===== src/rtl/fpga_conf_rx.sv =====
// Configuration receiver: deserialises 16-bit SPI command words from the ARM
// (oversampled in the ck_1356meg domain) into persistent configuration registers.
module fpga_conf_rx #(
    parameter int          FRAME_BITS = 16,
    parameter logic [7:0]  DIV_RESET  = 8'd95
) (
    input  logic        ck_1356meg,
    input  logic        reset,
    input  logic        spck,
    input  logic        mosi,
    input  logic        ncs,
    output logic [11:0] conf_word,
    output logic [2:0]  major_mode,
    output logic [7:0]  divisor,
    output logic        cmd_strobe,
    output logic        mode_change,
    output logic        frame_err
);

    localparam logic [4:0]  CNT_FRAME = 5'(FRAME_BITS);
    localparam logic [4:0]  CNT_SAT   = 5'(FRAME_BITS + 1);
    localparam logic [11:0] CONF_RESET = 12'h1C0;
    localparam logic [3:0]  OP_SET_CONFREG = 4'h1;
    localparam logic [3:0]  OP_SET_DIVISOR = 4'h2;

    typedef enum logic [1:0] {
        IDLE   = 2'd0,
        SHIFT  = 2'd1,
        DECODE = 2'd2
    } state_t;

    // Handshake: none. A frame is one ncs low period; data is sampled on
    // spck rising edges and committed only when ncs rises after exactly
    // FRAME_BITS edges. Pulse outputs are single-cycle, registered.

    state_t      state, state_nx;
    logic [15:0] shreg, shreg_nx;
    logic [4:0]  bit_cnt, bit_cnt_nx;
    logic [11:0] conf_nx;
    logic [7:0]  div_nx;
    logic        strobe_nx, mc_nx, err_nx;

    logic spck_m, spck_s, spck_d;
    logic mosi_m, mosi_s;
    logic ncs_m, ncs_s, ncs_d;
    logic spck_rise, ncs_rise, ncs_fall;

    // ncs sync flops reset low so a frame already in progress when reset
    // releases never shows a falling edge and is dropped silently.
    always_ff @(posedge ck_1356meg) begin
        if (reset) begin
            spck_m <= 1'b0;
            spck_s <= 1'b0;
            spck_d <= 1'b0;
            mosi_m <= 1'b0;
            mosi_s <= 1'b0;
            ncs_m  <= 1'b0;
            ncs_s  <= 1'b0;
            ncs_d  <= 1'b0;
        end else begin
            spck_m <= spck;
            spck_s <= spck_m;
            spck_d <= spck_s;
            mosi_m <= mosi;
            mosi_s <= mosi_m;
            ncs_m  <= ncs;
            ncs_s  <= ncs_m;
            ncs_d  <= ncs_s;
        end
    end

    assign spck_rise = spck_s & ~spck_d;
    assign ncs_rise  = ncs_s & ~ncs_d;
    assign ncs_fall  = ~ncs_s & ncs_d;

    assign major_mode = conf_word[8:6];

    always_comb begin
        state_nx   = state;
        shreg_nx   = shreg;
        bit_cnt_nx = bit_cnt;
        conf_nx    = conf_word;
        div_nx     = divisor;
        strobe_nx  = 1'b0;
        mc_nx      = 1'b0;
        err_nx     = 1'b0;
        case (state)
            IDLE: begin
                if (ncs_fall) begin
                    state_nx   = SHIFT;
                    shreg_nx   = '0;
                    bit_cnt_nx = '0;
                end
            end
            SHIFT: begin
                // ncs edge wins over a coincident spck edge: that bit is not shifted.
                if (ncs_rise) begin
                    state_nx = DECODE;
                    if (bit_cnt == CNT_FRAME) begin
                        strobe_nx = 1'b1;
                        case (shreg[15:12])
                            OP_SET_CONFREG: begin
                                conf_nx = shreg[11:0];
                                mc_nx   = (shreg[8:6] != conf_word[8:6]);
                            end
                            OP_SET_DIVISOR: div_nx = shreg[7:0];
                            default: ;
                        endcase
                    end else begin
                        err_nx = 1'b1;
                    end
                end else if (spck_rise) begin
                    shreg_nx = {shreg[14:0], mosi_s};
                    if (bit_cnt != CNT_SAT) begin
                        bit_cnt_nx = bit_cnt + 5'd1;
                    end
                end
            end
            DECODE: begin
                if (ncs_fall) begin
                    state_nx   = SHIFT;
                    shreg_nx   = '0;
                    bit_cnt_nx = '0;
                end else begin
                    state_nx = IDLE;
                end
            end
            default: state_nx = IDLE;
        endcase
    end

    always_ff @(posedge ck_1356meg) begin
        if (reset) begin
            state       <= IDLE;
            shreg       <= '0;
            bit_cnt     <= '0;
            conf_word   <= CONF_RESET;
            divisor     <= DIV_RESET;
            cmd_strobe  <= 1'b0;
            mode_change <= 1'b0;
            frame_err   <= 1'b0;
        end else begin
            state       <= state_nx;
            shreg       <= shreg_nx;
            bit_cnt     <= bit_cnt_nx;
            conf_word   <= conf_nx;
            divisor     <= div_nx;
            cmd_strobe  <= strobe_nx;
            mode_change <= mc_nx;
            frame_err   <= err_nx;
        end
    end

endmodule


===== config.mk =====
export PLATFORM = sky130hd
export DESIGN_NAME = fpga_conf_rx
export DESIGN_NICKNAME = d
export VERILOG_FILES = /design/src/rtl/fpga_conf_rx.sv
export SDC_FILE = /design/constraint.sdc
export NUM_CORES = 1
export LEC_CHECK = 0
export ABC_AREA = 1
export BUFFER_PORTS_ARGS = -buffer_cell sky130_fd_sc_hd__buf_2
export CORE_AREA = 2 2 69 71
export DETAILED_ROUTE_END_ITERATION = 12
export DIE_AREA = 0 0 71 73
export PLACE_DENSITY = 0.8
export SYNTH_ARGS = -nofsm -noshare
export SYNTH_HDL_FRONTEND = slang
export SYNTH_SLANG_ARGS = --single-unit

===== constraint.sdc =====
create_clock -name ck_1356meg -period 3.15 [get_ports ck_1356meg]
set_input_delay 0.315 -clock ck_1356meg [delete_from_list [all_inputs] [get_ports ck_1356meg]]
set_output_delay 0.315 -clock ck_1356meg [all_outputs]
set_load 0.005 [all_outputs]

# Word level (Yosys, flattened, before mapping)
# Index checks and enable logic that the tools add are counted.
# W data, S select, Z words.
classes:
  n_addsub: 1
  eq_ne: 13
  n_mux: 15
  n_bitwise: 10
  reduce_logical: 10
op_table:
  columns: ["cell", "n"]
  rows:
  - ["$mux W16", 3]
  - ["$pmux W16 S2", 1]
  - ["$mux W5", 4]
  - ["$reduce_and A4 Y1", 3]
  - ["$ne A2 B2 Y1 const B", 5]
  - ["$pmux W5 S2", 1]
  - ["$not A1 Y1", 7]
  - ["$pmux W2 S3", 1]
  - ["$add A5 B1 Y5 const B", 1]
  - ["$eq A5 B5 Y1 const B", 1]
  - ["$ne A5 B5 Y1 const B", 1]
  - ["$reduce_and A5 Y1", 1]
  - ["$reduce_or A5 Y1", 1]
  - ["$eq A4 B1 Y1 const B", 1]
  - ["$eq A4 B2 Y1 const B", 1]
  - ["$mux W2", 2]
  - ["$and A1 B1 Y1", 3]
  - ["$mux W1", 3]
  - ["$ne A3 B3 Y1", 1]
  - ["$reduce_or A3 Y1", 1]
  - ["$eq A2 B1 Y1 const B", 1]
  - ["$eq A2 B2 Y1 const B", 1]
  - ["$logic_not A2 Y1", 1]
  - ["$ne A2 B1 Y1 const B", 1]
  - ["3 further kinds", 3]
totals:
  reg_bits: 54
  output_inout_bits: 26
  wordCells: 65

# Logic depth before layout (Yosys ltp)
# Gate-level depths: netlist (run 1).
depth:
  depth_word: 5
  ltp_mapped: 10

# Least setup slack after synthesis (run 1)
# No wires, ideal clock.
synth_timing:
  path_type: "reg-to-reg"
  from: "register state[0]"
  to: "register conf_word[10]"
  t_arrival_ns: 1.136
  required_ns: 3.035
  slack_ns: 1.900
  path_stages_with_launch: 10
  n_path_buf: 2
  period_less_slack_ns: 1.250
  cell_sequence: "dfxtp_1 buf_6 inv_8 nor2_8 nand2_2 nor2_4 buf_6 nand3b_1 nand2_1 nor2_1"
synth_between:
  elab_chain_len: 2
synth_lines:
  columns: ["element", "line", "text"]
  rows:
  - ["from (decl)", "36", "state_t state, state_nx;"]
  - ["from (signal assigned)", "143", "state <= state_nx;"]
  - ["$eq A2 B1 Y1", "87", "case (state)"]
  - ["$reduce_and A4 Y1 (no source line)", null, null]
  - ["to (signal assigned)", "146", "conf_word <= conf_nx;"]
  - ["to (decl)", "12", "output logic [11:0] conf_word,"]
# Every way passes these cells.
# A chain may end at the register's enable or synchronous reset.

# Worst setup path in the final report (run 1)
layout_timing:
  from: "register bit_cnt[0]"
  to: "register divisor[4]"
layout_between:
  elab_chain_len: 2
layout_lines:
  columns: ["element", "line", "text"]
  rows:
  - ["from (decl)", "38", "logic [4:0] bit_cnt, bit_cnt_nx;"]
  - ["from (signal assigned)", "145", "bit_cnt <= bit_cnt_nx;"]
  - ["$eq A5 B5 Y1", "99", "if (bit_cnt == CNT_FRAME) begin"]
  - ["$reduce_and A4 Y1 (no source line)", null, null]
  - ["to (signal assigned)", "147", "divisor <= div_nx;"]
  - ["to (decl)", "14", "output logic [7:0] divisor,"]
# Every way passes these cells.

==> reports/results.tsv, run 1 <==
stage	metric	value	unit
run_status	run status	complete, no violations	
setup_path	kind of end point of the critical path	flip-flop	
sta	Final TNS setup	0	ps
layout	nets	329	
routing	drt drc	0	
routing	routed vias	1954	
synthesis	Cells after Synth	302	
pwr	Static Leak	1.03	nW
clock_tree	cts bufs inserted	5	
setup_path	Required @ worst endpoint	3320	ps
job	number of max-cap violations	0	
layout	FF/Latch Area	0.00108	mm2
clock_tree	# H-tree levels	2	
synthesis	count leader, synth	nand2_1	
floorplanning	Starting Density	51.5	%
pwr	pwr/cell area	456	mW/mm2
setup_path	Reg2Reg Capture Point	divisor[4]$_SDFFE_PP1P_	
synthesis	Post-synth EDFFs	0	
setup_path	setup slack, reg-to-reg	1250	ps
sta	max-slew violation total from the final report	0	
hold_path	Worst Hold Class	in2reg	
layout	fillers	437	
placed_design	GP Congestion	0.803	
setup_path	slowest stage cell, crit path	nor2_4	
layout	ant diodes	0	
floorplanning	row cnt	25	
setup_path	crit-path cells	inv_1 -> ha_1 -> nand2_1 -> nor2_4 -> nand2_1 -> nand2_1 -> nand3_1	
setup_path	CP peak stage delay	550	ps
layout	Area Growth Syn to Fin	8.03	%
synthesis	FF+latch count, synth	54	
sta	Final setup viols	0	
grt	Overflow after GRT	0	
sta	Final period util	60.2	%
grt	total track usage	17.2	%
routing	WL/cell	11.3	um
placed_design	number of port buffers	30	
layout	Multi-input gate area	0.00100	mm2
setup_path	critical path class	reg2reg	
layout	share of cells above drive strength 1	17.7	%
synthesis	Netlist Area Pre-Place	0.00234	mm2
setup_path	Crit path depth	7	
grt	first-pass GRT wire length	7160	um
setup_path	Reg-to-Reg Start	bit_cnt[0]$_SDFFE_PP0P_	
synthesis	Yosys cell types	29	
floorplanning	Die W	71	um
routing	final antenna-violating net count	0	
setup_path	CP startpoint	bit_cnt[0]$_SDFFE_PP0P_	
placed_design	DP Wirelength	2920	um
clock_tree	CTS tree	built	
sta	clk_skew	11.5	ps
sta	Final Hold Vio Count	0	
routing	final WL	4260	um
synthesis	area leader, netlist	dfxtp_1	
synthesis	ys async rst share	0	%
floorplanning	Core Area	0.00454	mm2
synthesis	top cells by count, synth	64 x nand2_1, 54 x dfxtp_1, 44 x nand3_1	
clock_tree	cts hold-fix bufs	0	
synthesis	sequential area share after synthesis	46.3	%
synthesis	total of warnings raised by yosys	0	
setup_path	WP buf/inv	1	
synthesis	Mean Syn Cell Area	7.74	um2
setup_path	CP arrival	2070	ps
clock_tree	CTS root buf	clkbuf_8	
routing	Iter 0 DRT Violations	120	
floorplanning	Top Ports	31	
synthesis	largest cells by area after synthesis	dfxtp_1 46%, nand2_1 10%, nand3_1 9.4%	
sta	RSZ-0062 raised after global routing	false	
synthesis	top cell type's share of synthesized area	46.3	%
hold_path	Hold Crit Depth	3	
sta	Slew Limit Headroom	44.3	%
clock_tree	Clock Latency Late Sink	310	ps
floorplanning	Die Ht	73	um
pwr	VDD IR max	224	uV
clock_tree	post-CTS setup buffer count	0	
layout	Finished Cell Area	0.00252	mm2
setup_path	critical path capture point	divisor[4]$_SDFFE_PP1P_	
grt	antenna violations before repair	0	
synthesis	Most used DFF post-synth	dfxtp_1	
sta	maximum clock rate	527	MHz
routing	DR pass1 iterations	4	
setup_path	Worst R2R Path Depth	7	
sta	Period minus WS final	1900	ps
sta	Worst Max-Slew Pin Slew	835	ps
placed_design	Placed Area	0.00243	mm2
grt	vias in the first global route	1649	
routing	vias per cell	5.20	
grt	largest net degree at the start of global routing	35	
clock_tree	post_cts resized	0	
setup_path	crit path launch type	flip-flop	
setup_path	Top Family by Delay on Critical Path	simple AND/OR/NAND/NOR gates	
setup_path	Most common cell on crit path	nand2_1	
clock_tree	Worst-path clk slew	100	ps
setup_path	Worst Path Max Fanout	34	
clock_tree	Clock Tree Buf Depth	2	
synthesis	Syn Nets	310	
floorplanning	Die ar.	0.00518	mm2
clock_tree	clock sinks	54	
## power breakdown
group	internal [mW]	total, mW	switching [mW]	leakage (nW)
combinational	0.0143	0.0502	0.0360	0.542
sequential	0.689	0.693	0.00446	0.437
clock	0.181	0.407	0.226	0.0478
total	0.884	1.15	0.267	1.03
## cell type report
cell class              count  share of cell area, %
inverters                  27                   4.41
well taps                  54                   2.68
clock buffers               6                   3.27
multi-input cells         201                   39.6
clock inverters             2                  0.644
repair buffers             32                   6.54
flip-flops and latches     54                   42.8
## tightest hold or removal path: cells and delay by family
kind | cells | cell delay (ps)
buf+inv | 2 | 100
simple gates | 1 | 60
## layer usage
metal	up-vias	track usage [%]	wire length, um
met3	4	4.14	198
met2	47	29.5	2110
met4	0	6.08	40
li1	1003	-	-
met1	900	21.1	1920
met5	-	0	0
## state kept, by name (all words and copies together) (netlist names), 2 cells and up
| signal | cells |
|---|---|
| state | 2 |
| divisor | 8 |
| conf_word | 12 |
| bit_cnt | 5 |
| shreg | 16 |
## metrics by stage
step                std cells  hold slack, ps  setup WS, ps  power, mW  util (%)
finish                    376             208          1250       1.15      55.7
global route              376             204          1000       1.20      55.7
CTS                       376             191          1280       1.17      55.7
detailed placement        368             399          1300      0.760      53.5
global placement          368             393          1350      0.758      53.5
floorplan                 302             388          1900      0.752         -
## cell usage in the layout (no fill, tap or decap), types with 2 or more instances in the layout
cell,count
nand2_1,64
dfxtp_1,54
nand3_1,44
a21oi_1,31
buf_2,30
nor2_1,27
inv_1,23
nand3b_1,9
clkbuf_8,6
nand2_2,5
nand4_1,4
ha_1,3
inv_2,2
nor2_2,2
nor2_4,2
o21ai_0,2
buf_4,2
## cell families (layout without fill, tap and decap cells)
family / Yosys count / in the layout / share of synthesized area [%]
simple gates: 162 / 162 / 32.7
buf+inv: 47 / 67 / 10.9
flops: 54 / 54 / 46.3
xor+xnor: 1 / 1 / 0.375
fa+ha+maj: 3 / 3 / 1.61
compound gates: 35 / 35 / 8.14
## how the worst min path moves through the flow
stage / slack, ps / startpoint / end
3_5_place_dp: 400 / ncs_m$_SDFF_PP0_ / ncs_s$_SDFF_PP0_
5_1_grt: 200 / spck / spck_m$_SDFF_PP0_
4_1_cts: 190 / spck / spck_m$_SDFF_PP0_
2_1_floorplan: 390 / mosi_m$_SDFF_PP0_ / mosi_s$_SDFF_PP0_
6_report: 210 / ncs / ncs_m$_SDFF_PP0_
3_3_place_gp: 390 / spck_m$_SDFF_PP0_ / spck_s$_SDFF_PP0_
Note: power is estimated with default switching activity, not from simulation.
==> run 2: changes to the inputs <==
- CORE_AREA: 2 2 69 71 -> 2 2 71 73
- DIE_AREA: 0 0 71 73 -> 0 0 73 75
- PLACE_DENSITY: 0.8 -> 0.79
- clock period: 3.15 -> 1.63 ns (I/O delays scaled with it)
==> reports/results.tsv, run 2 (synthesis results as in run 1) <==
stage	metric	value	unit	change
run_status	run status	complete, no violations		unchanged
clock_tree	CTS root buf	clkbuf_8		unchanged
layout	Largest register FFs	16		unchanged
pwr	Psw	0.522	mW	was 0.267 mW
grt	antenna violations before repair	0		unchanged
layout	share of cells above drive strength 1	19.9	%	was 17.7%
clock_tree	post-CTS setup buffer count	0		unchanged
setup_path	crit path launch type	flip-flop		unchanged
job	number of max-cap violations	0		unchanged
pwr	Clk pwr share	38.5	%	was 35.4%
setup_path	critical path class	reg2reg		unchanged
grt	vias in the first global route	1732		was 1649
layout	ant diodes	0		unchanged
sta	Period minus WS final	1510	ps	was 1900 ps
layout	Finished Cell Area	0.00263	mm2	was 0.00252 mm2
routing	WL/cell	11.4	um	was 11.3 um
setup_path	Required @ worst endpoint	1840	ps	was 3320 ps
sta	Final setup viols	0		unchanged
floorplanning	row cnt	25		unchanged
clock_tree	Clock Tree Buf Depth	2		unchanged
routing	DR pass1 iterations	4		unchanged
clock_tree	Clock Latency Late Sink	310	ps	about the same
clock_tree	Worst-path clk slew	90	ps	was 100 ps
floorplanning	Top Ports	31		unchanged
layout	nets	338		was 329
floorplanning	Die ar.	0.00548	mm2	was 0.00518 mm2
routing	vias per cell	5.12		was 5.20
clock_tree	# H-tree levels	2		unchanged
routing	final WL	4390	um	was 4260 um
pwr	VDD IR max	613	uV	was 224 uV
layout	Finished Core Util	56.5	%	was 55.7%
placed_design	Placed Area	0.00252	mm2	was 0.00243 mm2
grt	Overflow after GRT	0		unchanged
floorplanning	Die Ht	75	um	was 73 um
sta	Final TNS setup	0	ps	unchanged
pwr	Net Sw Frac	22.2	%	was 23.2%
setup_path	setup slack, reg-to-reg	120	ps	was 1250 ps
hold_path	hold endpoint	ncs_m$_SDFF_PP0_		unchanged
sta	max-slew violation total from the final report	0		unchanged
hold_path	Worst Hold Class	in2reg		unchanged
clock_tree	clock sinks	54		unchanged
layout	Area Growth Syn to Fin	12.6	%	was 8.03%
clock_tree	post_cts resized	0		unchanged
routing	drt drc	0		unchanged
setup_path	Reg2Reg Capture Point	bit_cnt[1]$_SDFFE_PP0P_		was divisor[4]$_SDFFE_PP1P_
sta	clk_skew	9.84	ps	was 11.5 ps
sta	Final period util	92.6	%	was 60.2%
grt	first-pass GRT wire length	7380	um	was 7160 um
setup_path	Reg-to-Reg Start	state[0]$_SDFFE_PP0P_		was bit_cnt[0]$_SDFFE_PP0P_
layout	fillers	429		was 437
sta	maximum clock rate	662	MHz	was 527 MHz
grt	largest net degree at the start of global routing	29		was 35
floorplanning	Die W	73	um	was 71 um
pwr	Combinational Power Share	4.4	%	about the same
clock_tree	CTS tree	built		unchanged
sta	Slew Limit Headroom	76.0	%	was 44.3%
sta	Worst Max-Slew Pin Slew	357	ps	was 835 ps
layout	largest reg by FF count	shreg		unchanged
layout	most frequent cells in the layout	64 x nand2_1, 54 x dfxtp_1, 44 x nand3_1, 31 x a21oi_1, 30 x buf_2		unchanged
placed_design	post-place setup slack	165	ps	was 1300 ps
pwr	pwr/cell area	892	mW/mm2	was 456 mW/mm2
routing	Iter 0 DRT Violations	149		was 120
hold_path	Hold Startpoint	ncs		unchanged
placed_design	DP Wirelength	3040	um	was 2920 um
sta	final setup margin	120	ps	was 1250 ps
placed_design	number of port buffers	30		unchanged
pwr	Static Leak	1.09	nW	was 1.03 nW
floorplanning	Starting Density	50.1	%	was 51.5%
layout	commonest non-fill, non-tap cell in the layout	nand2_1		unchanged
setup_path	Worst R2R Path Depth	8		was 7
placed_design	GP Congestion	0.831		was 0.803
sta	Final Hold Vio Count	0		unchanged
setup_path	CP arrival	1720	ps	was 2070 ps
sta	RSZ-0062 raised after global routing	false		unchanged
layout	top flop regs	shreg (16), conf_word (12), divisor (8)		unchanged
setup_path	kind of end point of the critical path	flip-flop		unchanged
pwr	internal cell power	1.83	mW	was 0.884 mW
hold_path	Hold Crit Depth	3		unchanged
floorplanning	Core Area	0.00466	mm2	was 0.00454 mm2
routing	final antenna-violating net count	0		unchanged
clock_tree	cts hold-fix bufs	0		unchanged
pwr	Sequential Power Share	57.1	%	was 60.2%
grt	total track usage	17.2	%	about the same
clock_tree	cts bufs inserted	5		unchanged
setup_path	Worst Path Max Fanout	17		was 34
routing	routed vias	1971		was 1954
==> run 2: changes by cell type in the layout (fill, tap and decap cells not counted) <==
cell        delta
clkinvlp_4     -1
buf_4          +7
buf_12         +2
clkinv_2       +1
bufinv_16      +1
clkbuf_8       -1
==> run 2: worst max path at each step <==
stage / from / endpoint / slack, ps / cells past startpoint
final: state[0]$_SDFFE_PP0P_ / bit_cnt[1]$_SDFFE_PP0P_ / 120 / 8
after global routing: state[0]$_SDFFE_PP0P_ / bit_cnt[1]$_SDFFE_PP0P_ / 30 / 8
after CTS: state[0]$_SDFFE_PP0P_ / bit_cnt[1]$_SDFFE_PP0P_ / 140 / 8
after detailed placement: state[0]$_SDFFE_PP0P_ / bit_cnt[1]$_SDFFE_PP0P_ / 160 / 8
after global placement: state[0]$_SDFFE_PP0P_ / bit_cnt[1]$_SDFFE_PP0P_ / 150 / 8
after floorplan: state[0]$_SDFFE_PP0P_ / conf_word[10]$_SDFFE_PP0P_ / 380 / 9
==> run 2: final cells by class <==
class	instances	area [um2]	area share, %
flip-flops and latches	54	1080	41.1
multi-input cells	201	1000	38.0
repair buffers	41	258	9.80
inverters	27	111	4.23
clock buffers	5	68.8	2.62
well taps	54	67.6	2.57
clock inverters	3	43.8	1.66
==> run 2: per-stage QoR <==
step | cells | total power [mW] | hold WS (ps)
floorplan | 302 | 1.45 | 270
global placement | 377 | 1.47 | 361
detailed placement | 377 | 1.47 | 369
CTS | 385 | 2.36 | 44.1
global route | 385 | 2.44 | 57.4
finish | 385 | 2.35 | 49.6
==> run 2: power groups by stage <==
stage | Sequential, mW | Combinational, mW | Clock [mW]
detailed placement | 1.37 | 0.103 | 0
floorplan | 1.37 | 0.0869 | 0
finish | 1.34 | 0.103 | 0.904
CTS | 1.34 | 0.104 | 0.921
global placement | 1.37 | 0.103 | 0
global route | 1.34 | 0.118 | 0.977
==> run 2: worst max-delay path: stages, from the launching register on <==
cell and delay, ps:
dfxtp_1 440, buf_4 260, nand2_1 100, nor2_1 120, nand2_2 110, nand3_1 200
nand2_1 80, nand2_1 70, nor2_1 40
==> run 2: per-layer routing <==
layer | share of wire (%) | routed length (um) | track usage [%] | vias up
li1 | - | - | - | 1023
met1 | 47 | 2060 | 21.1 | 899
met2 | 47 | 2080 | 29.8 | 47
met3 | 5.2 | 227 | 3.75 | 2
met4 | 0.61 | 27 | 5.97 | 0
met5 | 0 | 0 | 0 | -
